==> src/rtl/acf_axi_pkg.sv <==
// rtl/acf_axi_pkg.sv - shared definitions for the ACF frame path (core, register block, frame reader)
package acf_axi_pkg;

  localparam int AXIS_WIDTH = 32;

  typedef enum logic [2:0] {
    ST_IDLE,
    ST_TRIG,
    ST_WAIT,
    ST_READ,
    ST_LO,
    ST_HI,
    ST_DONE
  } acf_rd_state_t;

  // Photon count word followed by BIN_SIZE elements for each of NUM_BINS+1 bin blocks.
  function automatic int acf_frame_words(input int binSize, input int numBins);
    return 1 + binSize * (numBins + 1);
  endfunction

endpackage

==> src/rtl/acf_frame_reader.sv <==
// rtl/acf_frame_reader.sv - drains one ACF frame from a standard FIFO into 32-bit AXI-Stream beats
module acf_frame_reader
  import acf_axi_pkg::*;
#(
  parameter int BIN_SIZE       = 8,
  parameter int NUM_BINS       = 20,
  parameter int TIMEOUT_CYCLES = 4096
) (
  input  logic                    clk,
  input  logic                    rst,
  input  logic                    start,
  output logic                    initTx,
  input  logic [NUM_BINS+32:0]    fifo_dout,
  input  logic                    fifo_empty,
  output logic                    fifo_rdEn,
  output logic [AXIS_WIDTH-1:0]   m_axis_tdata,
  output logic                    m_axis_tvalid,
  input  logic                    m_axis_tready,
  output logic                    m_axis_tlast,
  output logic                    busy,
  output logic [31:0]             frameCount,
  output logic                    timeoutErr
);

  localparam int W           = NUM_BINS + 33;
  localparam int FRAME_WORDS = acf_frame_words(BIN_SIZE, NUM_BINS);
  localparam int IDX_W       = $clog2(FRAME_WORDS + 1);
  localparam int TO_W        = $clog2(TIMEOUT_CYCLES + 1);

  acf_rd_state_t   state, stateNext;
  logic [W-1:0]    wordReg;
  logic [IDX_W-1:0] wordIdx;
  logic [TO_W-1:0] timeoutCnt;
  logic            dataPending;
  logic            isLastWord;
  logic            timeoutHit;
  logic [31:0]     loWord;

  assign isLastWord = (wordIdx == IDX_W'(FRAME_WORDS - 1));
  assign timeoutHit = (timeoutCnt == TO_W'(TIMEOUT_CYCLES - 1));
  // The popped word only lands in wordReg at the end of the first LO cycle, so that cycle forwards it.
  assign loWord     = dataPending ? fifo_dout[31:0] : wordReg[31:0];

  always_comb begin
    stateNext     = state;
    initTx        = 1'b0;
    fifo_rdEn     = 1'b0;
    m_axis_tvalid = 1'b0;
    m_axis_tdata  = '0;
    m_axis_tlast  = 1'b0;
    busy          = 1'b1;
    case (state)
      ST_IDLE: begin
        busy = 1'b0;
        if (start) stateNext = ST_TRIG;
      end
      ST_TRIG: begin
        initTx    = 1'b1;
        stateNext = ST_WAIT;
      end
      ST_WAIT: begin
        if (!fifo_empty)     stateNext = ST_READ;
        else if (timeoutHit) stateNext = ST_IDLE;
      end
      ST_READ: begin
        fifo_rdEn = 1'b1;
        stateNext = ST_LO;
      end
      ST_LO: begin
        m_axis_tvalid = 1'b1;
        m_axis_tdata  = loWord;
        if (m_axis_tready) stateNext = ST_HI;
      end
      ST_HI: begin
        m_axis_tvalid = 1'b1;
        m_axis_tdata  = AXIS_WIDTH'(wordReg[W-1:32]);
        m_axis_tlast  = isLastWord;
        if (m_axis_tready) stateNext = isLastWord ? ST_DONE : ST_WAIT;
      end
      ST_DONE: begin
        busy      = 1'b0;
        stateNext = ST_IDLE;
      end
      default: begin
        busy      = 1'b0;
        stateNext = ST_IDLE;
      end
    endcase
  end

  always_ff @(posedge clk) begin
    if (rst) begin
      state       <= ST_IDLE;
      wordReg     <= '0;
      wordIdx     <= '0;
      timeoutCnt  <= '0;
      dataPending <= 1'b0;
      frameCount  <= '0;
      timeoutErr  <= 1'b0;
    end else begin
      state       <= stateNext;
      dataPending <= fifo_rdEn;
      if (dataPending) wordReg <= fifo_dout;
      case (state)
        ST_IDLE: begin
          if (start) begin
            wordIdx    <= '0;
            timeoutCnt <= '0;
            timeoutErr <= 1'b0;
          end
        end
        ST_WAIT: begin
          // Counting only here keeps downstream backpressure from ever aborting a frame.
          if (!fifo_empty) begin
            timeoutCnt <= '0;
          end else if (timeoutHit) begin
            timeoutCnt <= '0;
            timeoutErr <= 1'b1;
          end else begin
            timeoutCnt <= timeoutCnt + TO_W'(1);
          end
        end
        ST_HI: begin
          if (m_axis_tready && !isLastWord) wordIdx <= wordIdx + IDX_W'(1);
        end
        ST_DONE: frameCount <= frameCount + 32'd1;
        default: ;
      endcase
    end
  end

endmodule

==> config.mk <==
export PLATFORM = sky130hd
export DESIGN_NAME = acf_frame_reader
export DESIGN_NICKNAME = d
export VERILOG_FILES = /design/src/rtl/acf_axi_pkg.sv /design/src/rtl/acf_frame_reader.sv
export SDC_FILE = /design/constraint.sdc
export NUM_CORES = 1
export LEC_CHECK = 0
export CORE_MARGIN = 2
export CORE_UTILIZATION = 45
export DETAILED_ROUTE_END_ITERATION = 8
export DONT_BUFFER_PORTS = 1
export HOLD_SLACK_MARGIN = 0.03
export SYNTH_ARGS = -nofsm -noshare
export SYNTH_HDL_FRONTEND = slang
export SYNTH_SLANG_ARGS = --single-unit
==> constraint.sdc <==
create_clock -name clk -period 2.1 [get_ports clk]
set_input_delay 0 -clock clk [delete_from_list [all_inputs] [get_ports clk]]
set_output_delay 0 -clock clk [all_outputs]
set_load 0.005 [all_outputs]
==> summary.md, run 1 <==
Number of distinct library cell variants in the gate-level netlist after synthesis: 54. The final-report hold violation count was 0; the antenna diode instance count was 0. Clock tree skew after final layout: 6.89 ps.

For this block, the initial DRC count from the detailed router was 224. For this run the aggregate overflow at the end of global routing stands at 0. The number of synthesized flops with an enable pin is 0. The run gives 4678 as the total via count in the routed design. Headroom to the max-slew limit came out at 69.5%. Cell internal power was estimated by the tool at 3.50 mW. Of the total power, the share spent switching nets is 25.8%. The logs give 111 for the clock sink count and 25.4% for the global-route met1 utilization. Ranked by instance count, the synthesized netlist is headed by nor2_1, dfxtp_1, a21oi_1, mux2i_1, nand2_1.

First-pass GRT wire length: 21700 microns. In this run the critical register-to-register path is launched from timeoutCnt[0]. The number of placement rows came out at 39. For the number of gates resized after cts, the log shows 0. The total negative slack came out at 0 ps.

The logs give 0 for the count of pins over their slew limit and 14.5% for the combinational group share of total power. In this run the most used layer during global routing was met2. Synthesis handed over a netlist of 623 instances.

The power per cell area was 746 nW/um^2; the sequential cell area was 2220 sq um. The cell area that synthesis handed to floorplanning was 5280 sq um. The worst path required time came out at 2330 ps. Among all flip-flop cells after synthesis, the most frequent one is dfxtp_1.

Compared with the post-synthesis result, the final layout area differs by 19.7%. In the synthesized netlist the async set-or-reset flop fraction comes to 0%. For met3 alone, demand over resource in global routing was 5.29%.

The maximum fanout along the worst path came out at 10. In the final layout, the multi-input gates occupy 2790 sq um. Dividing the synthesized area by the synthesized cell count gives 8.47 sq um. In this run, the clock network consumes 39.1% of the power. In this run the deepest clock path goes through 2 buffers. CTS built an H-tree with a depth of 3.

Clock root buffer: clkbuf_16. The run finished with clean final reports. The total net switching power came out at 1.22 mW. In the routed layout, each cell is associated on average with a via count of 5.74. The run gives 57 as the hold-fix buffer count after cts. TritonCTS built the clock tree. Summed over all cells, the static leakage comes to 2.15 nW. Power share of the sequential group: 46.4%.

Among all cell types in the netlist, the one instantiated most often is nor2_1. The synthesized flop and latch total was 111. The routing usage on met2 is 35.1%, and the ratio of cells with drive above 1 in the final layout is 6.70%. The number of global-route vias before repair was 4573. At the worst endpoint, the arrival time is 2160 ps.

The worst setup path is launched from a flip-flop. The overall routing resource usage came out at 20.6%. Setup repair after global routing left no endpoint under its margin.

The synthesized design spends more area on one cell type than any other, namely dfxtp_1. The period utilization was 91.6%. Endpoint kind of the worst setup timing path: a flip-flop. The number of setup buffers added after CTS is 0. The smallest clock period supported by the final layout is computed as 1920 ps. Number of antenna-violating nets in the routed design: 0.

With fillers left out, the area of the finished cells amounts to 6320 sq um. Final-layout worst hold slack: 44.3 ps. For this configuration, the core starts out at a cell density of 46.2%. The floorplan step defined a die boundary enclosing 12600 sq um. The filler cells instantiated in the layout total 1019. Synthesized net count: 685. Clock-pin slew was measured on the worst setup and hold paths at 70 ps.

The number of clock buffers added by TritonCTS is 9. The tools report the number of detailed-routing iterations run before antenna repair as 5. Setup slack on the worst reg-to-reg path comes out at 180 ps. Wires add up to 13000 microns. Ranked by total cell area, the synthesized netlist is headed by dfxtp_1, mux2i_1, nor2_1. The peak supply drop was 450 uV; the chip height was 112 microns. In this run the standard cell core region covers 11400 sq um.

During placement, the flow inserted port buffers numbering 0. From left edge to right edge, the die measures 112 microns. In this run the cell area measured after placement is 5410 sq um. Summing the sequential cell areas from Yosys gives 42.1% of the chip area. Final layout net count: 729. For the clock insertion delay at the later pin of the skew report, the log shows 350 ps. The run gives 8560 microns as the half-perimeter wire length of the detailed placement result.

The slew at the pin closest to its max-slew limit is 456 ps. Of the post-synthesis cell area, the dominant cell type holds 42.1%. Based on the critical path, the design can be clocked at up to 520 MHz.

In the routed design, unresolved DRC markers number 0. The worst hold path belongs to the class primary input to flip-flop. Top-level port count: 128. For the max-cap check violation count, the log shows 0. The run gives 102 as the largest net degree at the start of global routing. Placer's final routability congestion estimate: 0.898. In the final routed layout, each cell accounts on average for 16.0 microns.

The critical path is of the flip-flop to flip-flop type. In this run the worst setup path begins at timeoutCnt[0]. Setup violations remaining at the end of the flow were counted as 0. The initial antenna violation count was 0. Yosys printed 0 warnings.

Measured on the finished design, the core utilization comes to 55.4%. The startpoint identified for the worst hold timing path is start.
==> layout make-up <==
type | count | area share, %
Multi-Input combinational cell | 456 | 44.1
Sequential cell | 111 | 35.2
Timing Repair Buffer | 77 | 12.1
Clock buffer | 11 | 3.84
Tap cell | 143 | 2.83
Clock inverter | 5 | 1.29
Inverter | 12 | 0.713
==> layer usage <==
layer,routed length [microns],up-vias
li1,-,2316
met1,5840,2218
met2,6240,125
met3,761,19
met4,202,0
met5,0,-
==> state kept, by name (all words and copies together) (netlist names) <==
signal       flops
wordReg         53
frameCount      32
timeoutCnt      13
dataPending      1
wordIdx          8
timeoutErr       1
state            3
==> worst paths after layout <==
kind | to | depth (start not counted)
setup / recovery | timeoutCnt[9] | 5
hold / removal | state[2] | 3
setup reg to reg | timeoutCnt[9] | 5
hold reg to reg | timeoutCnt[12] | 2
==> through the flow <==
stage / cells / power, mW / setup WS, ps
after detailed placement: 742 / 2.80 / 202
after global placement: 742 / 2.79 / 279
after floorplan: 623 / 2.70 / 353
after CTS: 815 / 4.77 / 168
after global routing: 815 / 4.93 / 18.6
final: 815 / 4.72 / 176
==> cell usage in the layout, fill, tap and decap left out, types with 3 or more instances in the layout <==
| cell type | Yosys | final |
|---|---|---|
| a21oi_1 | 55 | 55 |
| a31oi_1 | 10 | 10 |
| and2_1 | 3 | 3 |
| and3_1 | 7 | 7 |
| and4_1 | 9 | 9 |
| buf_4 | 2 | 18 |
| clkbuf_16 | 0 | 9 |
| dfxtp_1 | 111 | 109 |
| dlygate4sd3_1 | 0 | 56 |
| ha_1 | 4 | 4 |
| inv_1 | 12 | 12 |
| mux2i_1 | 55 | 55 |
| nand2_1 | 31 | 31 |
| nand2b_1 | 4 | 4 |
| nand3_1 | 20 | 20 |
| nand4_1 | 18 | 18 |
| nor2_1 | 129 | 129 |
| nor2b_1 | 3 | 3 |
| nor3_1 | 4 | 4 |
| nor4_1 | 5 | 5 |
| o21ai_0 | 10 | 10 |
| o31ai_1 | 14 | 14 |
| o41ai_1 | 3 | 3 |
| or3_1 | 6 | 6 |
| or4_1 | 16 | 16 |
| or4b_1 | 3 | 3 |
| xnor2_1 | 6 | 6 |
| xor2_1 | 10 | 10 |
==> power groups by stage <==
stage	combinational [mW]	sequential, mW	clock, mW
floorplan	0.486	2.21	0
global placement	0.557	2.24	0
detailed placement	0.562	2.24	0
CTS	0.687	2.19	1.90
global route	0.762	2.19	1.97
finish	0.685	2.19	1.85
==> kinds of logic (layout without fill, tap and decap cells) <==
group / count (synthesis) / count (layout) / share of synthesized area [%]
mux: 57 / 57 / 10.9
simple gates: 273 / 273 / 26.3
xor+xnor: 16 / 16 / 2.65
compound gates: 106 / 106 / 12.0
fa+ha+maj: 4 / 4 / 0.948
buf+inv: 56 / 105 / 5.14
flops: 111 / 111 / 42.1
==> worst max-delay path, stage by stage, from the launching register on <==
cell and delay [ps]:
dfxtp_1 390, ha_1 220, nand3_1 160, or4_1 700
a31oi_1 240, o22ai_1 100
(Power assumes the default switching activity.)
==> run 2, diff against run 1 <==
BUFFER_PORTS_ARGS = -buffer_cell sky130_fd_sc_hd__clkbuf_2   (was not set)
DONT_BUFFER_PORTS = not set   (was 1)
PLACE_DENSITY = 0.69   (was not set)
==> summary.md, run 2 (synthesis results as in run 1) <==
The tools report the number of antenna-violating nets in the routed design as 0 (unchanged). Register name with the most flops: wordReg. Post-route total power: 4.78 mW (+1.3%).

The final layout net count was 853 (+17%). The synthesis-to-finish area growth was 30.8%. For the maximum frequency from static timing analysis, the log shows 521 MHz (+0.30%). The iteration-0 DRC count of the detailed router is 296 (+32%). The via density per instance came out at 5.49 (-4.4%). The top cell types in the final layout, fill and taps aside, are nor2_1, clkbuf_2, dfxtp_1. The worst reg-to-reg setup slack was 180 ps (about the same); the total congestion overflow after global routing was 0 (unchanged). The period utilization works out to 91.3% (-0.27 points).

Effective utilization at floorplan: 46.2% (unchanged). The maximum count of clock buffers along a single path came out at 2 (unchanged). The power per cell area was 692 nW/um^2 (-7.2%); the final-report hold violation count was 0 (unchanged). The worst register-to-register path ends at frameCount[31].

Ratio of cells with drive above 1 in the final layout: 21.1% (+14 points). The static leakage power was 2.68 nW (+25%). The class of the tightest hold or removal check was primary input to flip-flop.

The worst endpoint data arrival time was 2160 ps (about the same); the remaining design rule violation count was 0 (unchanged). Number of placement rows: 39 (unchanged). Endpoint kind of the worst setup timing path: a flip-flop. The final non-filler cell area is 6900 sq um (+9.2%), and the maximum fanout along the worst path is 7 (-3). The initial antenna violation count was 0 (unchanged). In this run the critical register-to-register path is launched from frameCount[7].

Die width: 112 microns (unchanged). The routed length per placed instance was 14.8 microns (-7.7%); the number of flip-flops under the largest register name was 53 (unchanged). Leaving out fill and tap cells, the most frequent cell in the layout is nor2_1. The logs give 60.3% (-9.3 points) for the worst-case headroom to the max-slew limit and 5147 (+10%) for the total via count in the routed design. The cell depth of the worst min-delay path is 4 (+1), and the number of detailed-routing iterations run before antenna repair is 4 (-1). The count of port buffers added during placement works out to 127 (+127). Placer's final routability congestion estimate: 0.837 (-6.8%). The post-route minimum period was 1920 ps (-5.68 ps). For the placed standard-cell area, the log shows 6040 sq um (+12%). The tools report the type of origin of the critical path as a flip-flop.

For the overall routing resource usage, the log shows 22.3% (+1.7 points). Worst hold path startpoint: m_axis_tready. Clock root buffer: clkbuf_16. The number of global-route vias before repair was 5058 (+11%). The tools report the max-cap check violation count as 0 (unchanged).

Die area: 12600 sq um (unchanged). The clock insertion delay at the later pin of the skew report is 350 ps (about the same). The total negative slack was 0 ps (unchanged); the worst path required time was 2340 ps (about the same). Hold path endpoint: state[0]. Number of buffers added for setup after CTS: 0 (unchanged). First-pass GRT wire length: 23400 microns (+7.6%). The largest net degree at the start of global routing is 60 (-41%), and the number of cell instances on the worst register-to-register path is 4 (-1).

The half-perimeter wire length of the detailed placement result came out at 9010 microns (+5.3%). The total setup violations reported at the end of the flow is 0 (unchanged), and the chip height is 112 microns (unchanged). The logs give 111 (unchanged) for the clock sink count and 9 (unchanged) for the number of CTS-inserted buffers.

The clock tree skew after final layout is 4.53 ps (-2.35 ps). The run finished with clean final reports. The end-of-flow core utilization was 60.5% (+5.1 points); the top-level port count was 128 (unchanged).

The tools report the floorplan core area as 11400 sq um (unchanged). The run gives 0 (unchanged) as the count of pins over their slew limit. Class of the most critical setup path: flip-flop to flip-flop.

For the antenna diode instance count, the log shows 0 (unchanged). The largest registers in the layout are wordReg x53, frameCount x32, timeoutCnt x13. Setup repair after global routing left no endpoint under its margin. The final wirelength is 13900 microns (+6.3%).

TritonCTS built the clock tree. The slew at the pin closest to its max-slew limit came out at 596 ps (+140 ps). For the peak supply drop, the log shows 542 uV (+20%).

The number of H-tree levels is 3 (unchanged), and the post-CTS clock slew at the launch and capture registers of the worst setup and hold paths is 70 ps (about the same).
==> run 2: metal layers <==
| layer | part of all wire [%] | GRT usage [%] | vias up |
|---|---|---|---|
| met4 | 2.0 | 9.11 | 0 |
| met1 | 44 | 27.1 | 2446 |
| met3 | 4.8 | 4.64 | 21 |
| met2 | 49 | 38.5 | 132 |
| li1 | - | - | 2548 |
| met5 | 0 | 0 | - |
==> run 2: worst max-delay path by stage <==
stage	start	to	slack (ps)	cells after the start
2_1_floorplan	frameCount[0]	frameCount[30]	350	7
3_3_place_gp	timeoutCnt[0]	timeoutCnt[1]	300	5
3_5_place_dp	timeoutCnt[0]	timeoutCnt[9]	190	5
4_1_cts	state[1]	m_axis_tdata[23]	180	7
5_1_grt	state[0]	m_axis_tdata[2]	30	6
6_report	frameCount[7]	frameCount[31]	180	4
==> run 2: area by class of cell <==
cell class                      instances  area, sq um
Inverter                               12         45.0
Clock inverter                          3         67.6
Multi-Input combinational cell        456         2790
Sequential cell                       111         2230
Fill cell                             969         4510
Tap cell                              143          179
Clock buffer                           12          246
Timing Repair Buffer                  201         1350
==> run 2: stage by stage <==
step	hold WS (ps)	setup WS, ps	std cells
2_1_floorplan	147	353	623
3_3_place_gp	235	295	868
3_5_place_dp	241	190	868
4_1_cts	34.0	175	938
5_1_grt	48.3	27.3	938
6_report	44.4	182	938
==> run 2: repair_timing <==
| item | 4_1_cts | 5_1_grt |
|---|---|---|
| hold buffers | 55 | 0 |
| setup endpoints to repair | 0 | 1 |
| hold endpoints to repair | 55 | 0 |
| gates resized for setup | 0 | 1 |
==> run 2: report_power, final <==
part           total, mW  internal, mW  switching (mW)  leakage, nW
Combinational      0.753         0.321           0.433         1.64
Clock               1.83          1.07           0.757        0.149
Sequential          2.19          2.15          0.0486        0.896
==> run 2: worst max-delay path, cell delays in order, from the launching register on <==
cell	delay, ps
dfxtp_1	410
and4_1	370
nand4_1	240
nor4_1	410
mux2_2	380
==> run 3, diff against run 2 <==
clock period = 2.01 ns   (was 2.1 ns; I/O delays follow)
==> summary.md, run 3 (synthesis results as in run 1) <==
The run finished with clean final reports. The number of antenna-violating nets in the routed design came out at 0 (unchanged). The end-of-flow core utilization came out at 60.5% (about the same). The half-perimeter wire length of the detailed placement result is 8960 microns (-0.65%), and the top-level port count is 128 (unchanged). TritonCTS built the clock tree.

The number of buffers added for setup after CTS was 0 (unchanged); the post-CTS clock slew at the launch and capture registers of the worst setup and hold paths was 70 ps (about the same). The die area is 12600 sq um (unchanged), and the largest net degree at the start of global routing is 60 (unchanged). The tools report the total setup violations reported at the end of the flow as 0 (unchanged). The worst flop-to-flop path startpoint is frameCount[7].

The total via count in the routed design was 5141 (-0.12%); the ratio of cells with drive above 1 in the final layout was 21.8% (+0.67 points). The filler cell count was 1001 (+3.3%); the final-report hold violation count was 0 (unchanged). The worst hold path terminates at state[0]. The antenna diode instance count is 0 (unchanged), and the slew at the pin closest to its max-slew limit is 609 ps (+13.0 ps).

The total congestion overflow after global routing is 0 (unchanged), and the post-route total power is 4.89 mW (+2.3%). The clock insertion delay at the later pin of the skew report is 340 ps (about the same), and the count of pins over their slew limit is 0 (unchanged). The worst path required time is 2280 ps (-60 ps). The remaining design rule violation count is 0 (unchanged). Worst hold path startpoint: m_axis_tready.

In this design, the largest share of critical-path delay is due to simple AND/OR/NAND/NOR gates. The worst-case headroom to the max-slew limit is 59.4% (-0.87 points). The library cell used most frequently in the layout, excluding fill and tap cells, is nor2_1. The final layout net count is 856 (+0.35%), and the initial antenna violation count is 0 (unchanged). In the final layout, the registers with the most flip-flops are wordReg x53, frameCount x32, timeoutCnt x13. In this run the critical register-to-register path is captured at frameCount[25]. The routed length per placed instance is 14.7 microns (-0.66%).

The overall routing resource usage was 22.0% (-0.31 points). For the final non-filler cell area, the log shows 6900 sq um (about the same). The final-layout worst hold slack is 46.5 ps (+2.14 ps), and the die width is 112 microns (unchanged). The worst setup path is captured at a flip-flop. Maximum fanout along the worst path: 13 (+6). The number of global-route vias before repair was 5107 (+0.97%); the count of port buffers added during placement was 127 (unchanged).

The number of CTS-inserted buffers is 9 (unchanged). The run gives 6050 sq um (+0.17%) as the placed standard-cell area. The maximum frequency from static timing analysis was 533 MHz (+2.2%). Walking the worst path, the cells encountered are and4_1 > nand4_2 > or4b_1 > a21oi_1. The effective utilization at floorplan is 46.2% (unchanged). The tools report the number of H-tree levels as 3 (unchanged).

The largest individual stage delay along the critical path comes from the cell or4b_1. The chip height is 112 microns (unchanged). The floorplan core area came out at 11400 sq um (unchanged). Period utilization: 93.3% (+2.0 points). In the layout the commonest cells are nor2_1, clkbuf_2, dfxtp_1. For the clock tree skew after final layout, the log shows 6.50 ps (+1.97 ps).

In this run the worst hold path is classified as primary input to flip-flop. More flip-flops sit in one register than any other, and that register is wordReg. The longest individual stage delay on the worst path came out at 550 ps (+140 ps). The tools report the placer's final routability congestion estimate as 0.840 (+0.36%). The peak supply drop came out at 414 uV (-24%). The buffering stage count on the worst path with inverters included works out to 0 (unchanged). The total negative slack is 0 ps (unchanged). The cell depth of the worst min-delay path was 4 (unchanged).

Post-route minimum period: 1880 ps (-41.7 ps). CTS placed an instance of clkbuf_16 at the clock tree root. The power per cell area came out at 709 nW/um^2 (+2.4%). The run gives 0 (unchanged) as the max-cap check violation count. The number of placement rows came out at 39 (unchanged). The via density per instance was 5.46 (-0.44%). The iteration-0 DRC count of the detailed router was 282 (-4.7%).

Setup repair after global routing left no endpoint under its margin. Class of the most critical setup path: flip-flop to flip-flop. The final wirelength is 13800 microns (-0.35%). For the clock sink count, the log shows 111 (unchanged). The worst setup path is launched from a flip-flop.

The number of detailed-routing iterations run before antenna repair is 4 (unchanged), and the first-pass GRT wire length is 23100 microns (-1.0%). The tools report the worst reg-to-reg setup slack as 130 ps (-50 ps). Synthesis-to-finish area growth: 30.8% (about the same). The number of cell instances on the worst register-to-register path was 4 (unchanged); the maximum count of clock buffers along a single path was 2 (unchanged).

For the static leakage power, the log shows 2.69 nW (+0.41%). The number of flip-flops under the largest register name is 53 (unchanged). The worst endpoint data arrival time came out at 2150 ps (about the same).
[run 3: changes by cell type in the layout (fill, tap and decap cells not counted), sizes merged]
cell / before / now
bufinv: 2 / 1
clkinv: 0 / 1
buf: 20 / 23
[run 3: worst max-delay path by stage]
stage,start,endpoint,slack [ps],cells after the start
3_5_place_dp,timeoutCnt[0],timeoutCnt[5],130,5
5_1_grt,frameCount[8],frameCount[25],9,4
6_report,frameCount[7],frameCount[25],130,4
3_3_place_gp,timeoutCnt[0],timeoutCnt[1],200,5
4_1_cts,state[1],m_axis_tdata[31],100,7
2_1_floorplan,frameCount[0],frameCount[30],260,7
[run 3: worst register-to-register path: cells and delay by family, from the launching register on]
kind | cells | cell delay, ps
AO/OA/AOI/OAI | 1 | 150
flip-flops | 1 | 390
AND/OR/NAND/NOR | 3 | 1270
[run 3: what timing repair did]
item	in CTS	in global routing
gates resized for setup	0	2
hold buffers	55	0
endpoints found under the hold margin	55	0
endpoints found under the setup margin	0	7
[run 3: layer usage]
layer	part of all wire [%]	vias to the layer above	routed length, microns	GRT usage, %
met4	2.5	0	345	9.84
met1	44	2423	6010	26.4
li1	-	2554	-	-
met2	50	136	6840	37.8
met3	4.4	28	610	4.75
met5	0	-	0	0
[run 3: report_power, final]
group          switching (mW)  internal (mW)  total, mW
Clock                   0.777           1.03       1.80
Combinational           0.475          0.337      0.812
Sequential             0.0313           2.24       2.27
[run 3: through the flow]
step | worst slack, ps | cells
floorplan | 263 | 623
global placement | 196 | 871
detailed placement | 127 | 871
CTS | 101 | 941
global route | 9.49 | 941
finish | 134 | 941
[run 3: final cells by class]
| class | instances | area (sq um) | share of cell area (%) |
|---|---|---|---|
| Inverter | 12 | 45.0 | 0.653 |
| Clock buffer | 12 | 256 | 3.72 |
| Timing Repair Buffer | 204 | 1360 | 19.8 |
| Sequential cell | 111 | 2220 | 32.2 |
| Tap cell | 143 | 179 | 2.59 |
| Clock inverter | 3 | 42.5 | 0.616 |
| Multi-Input combinational cell | 456 | 2790 | 40.4 |
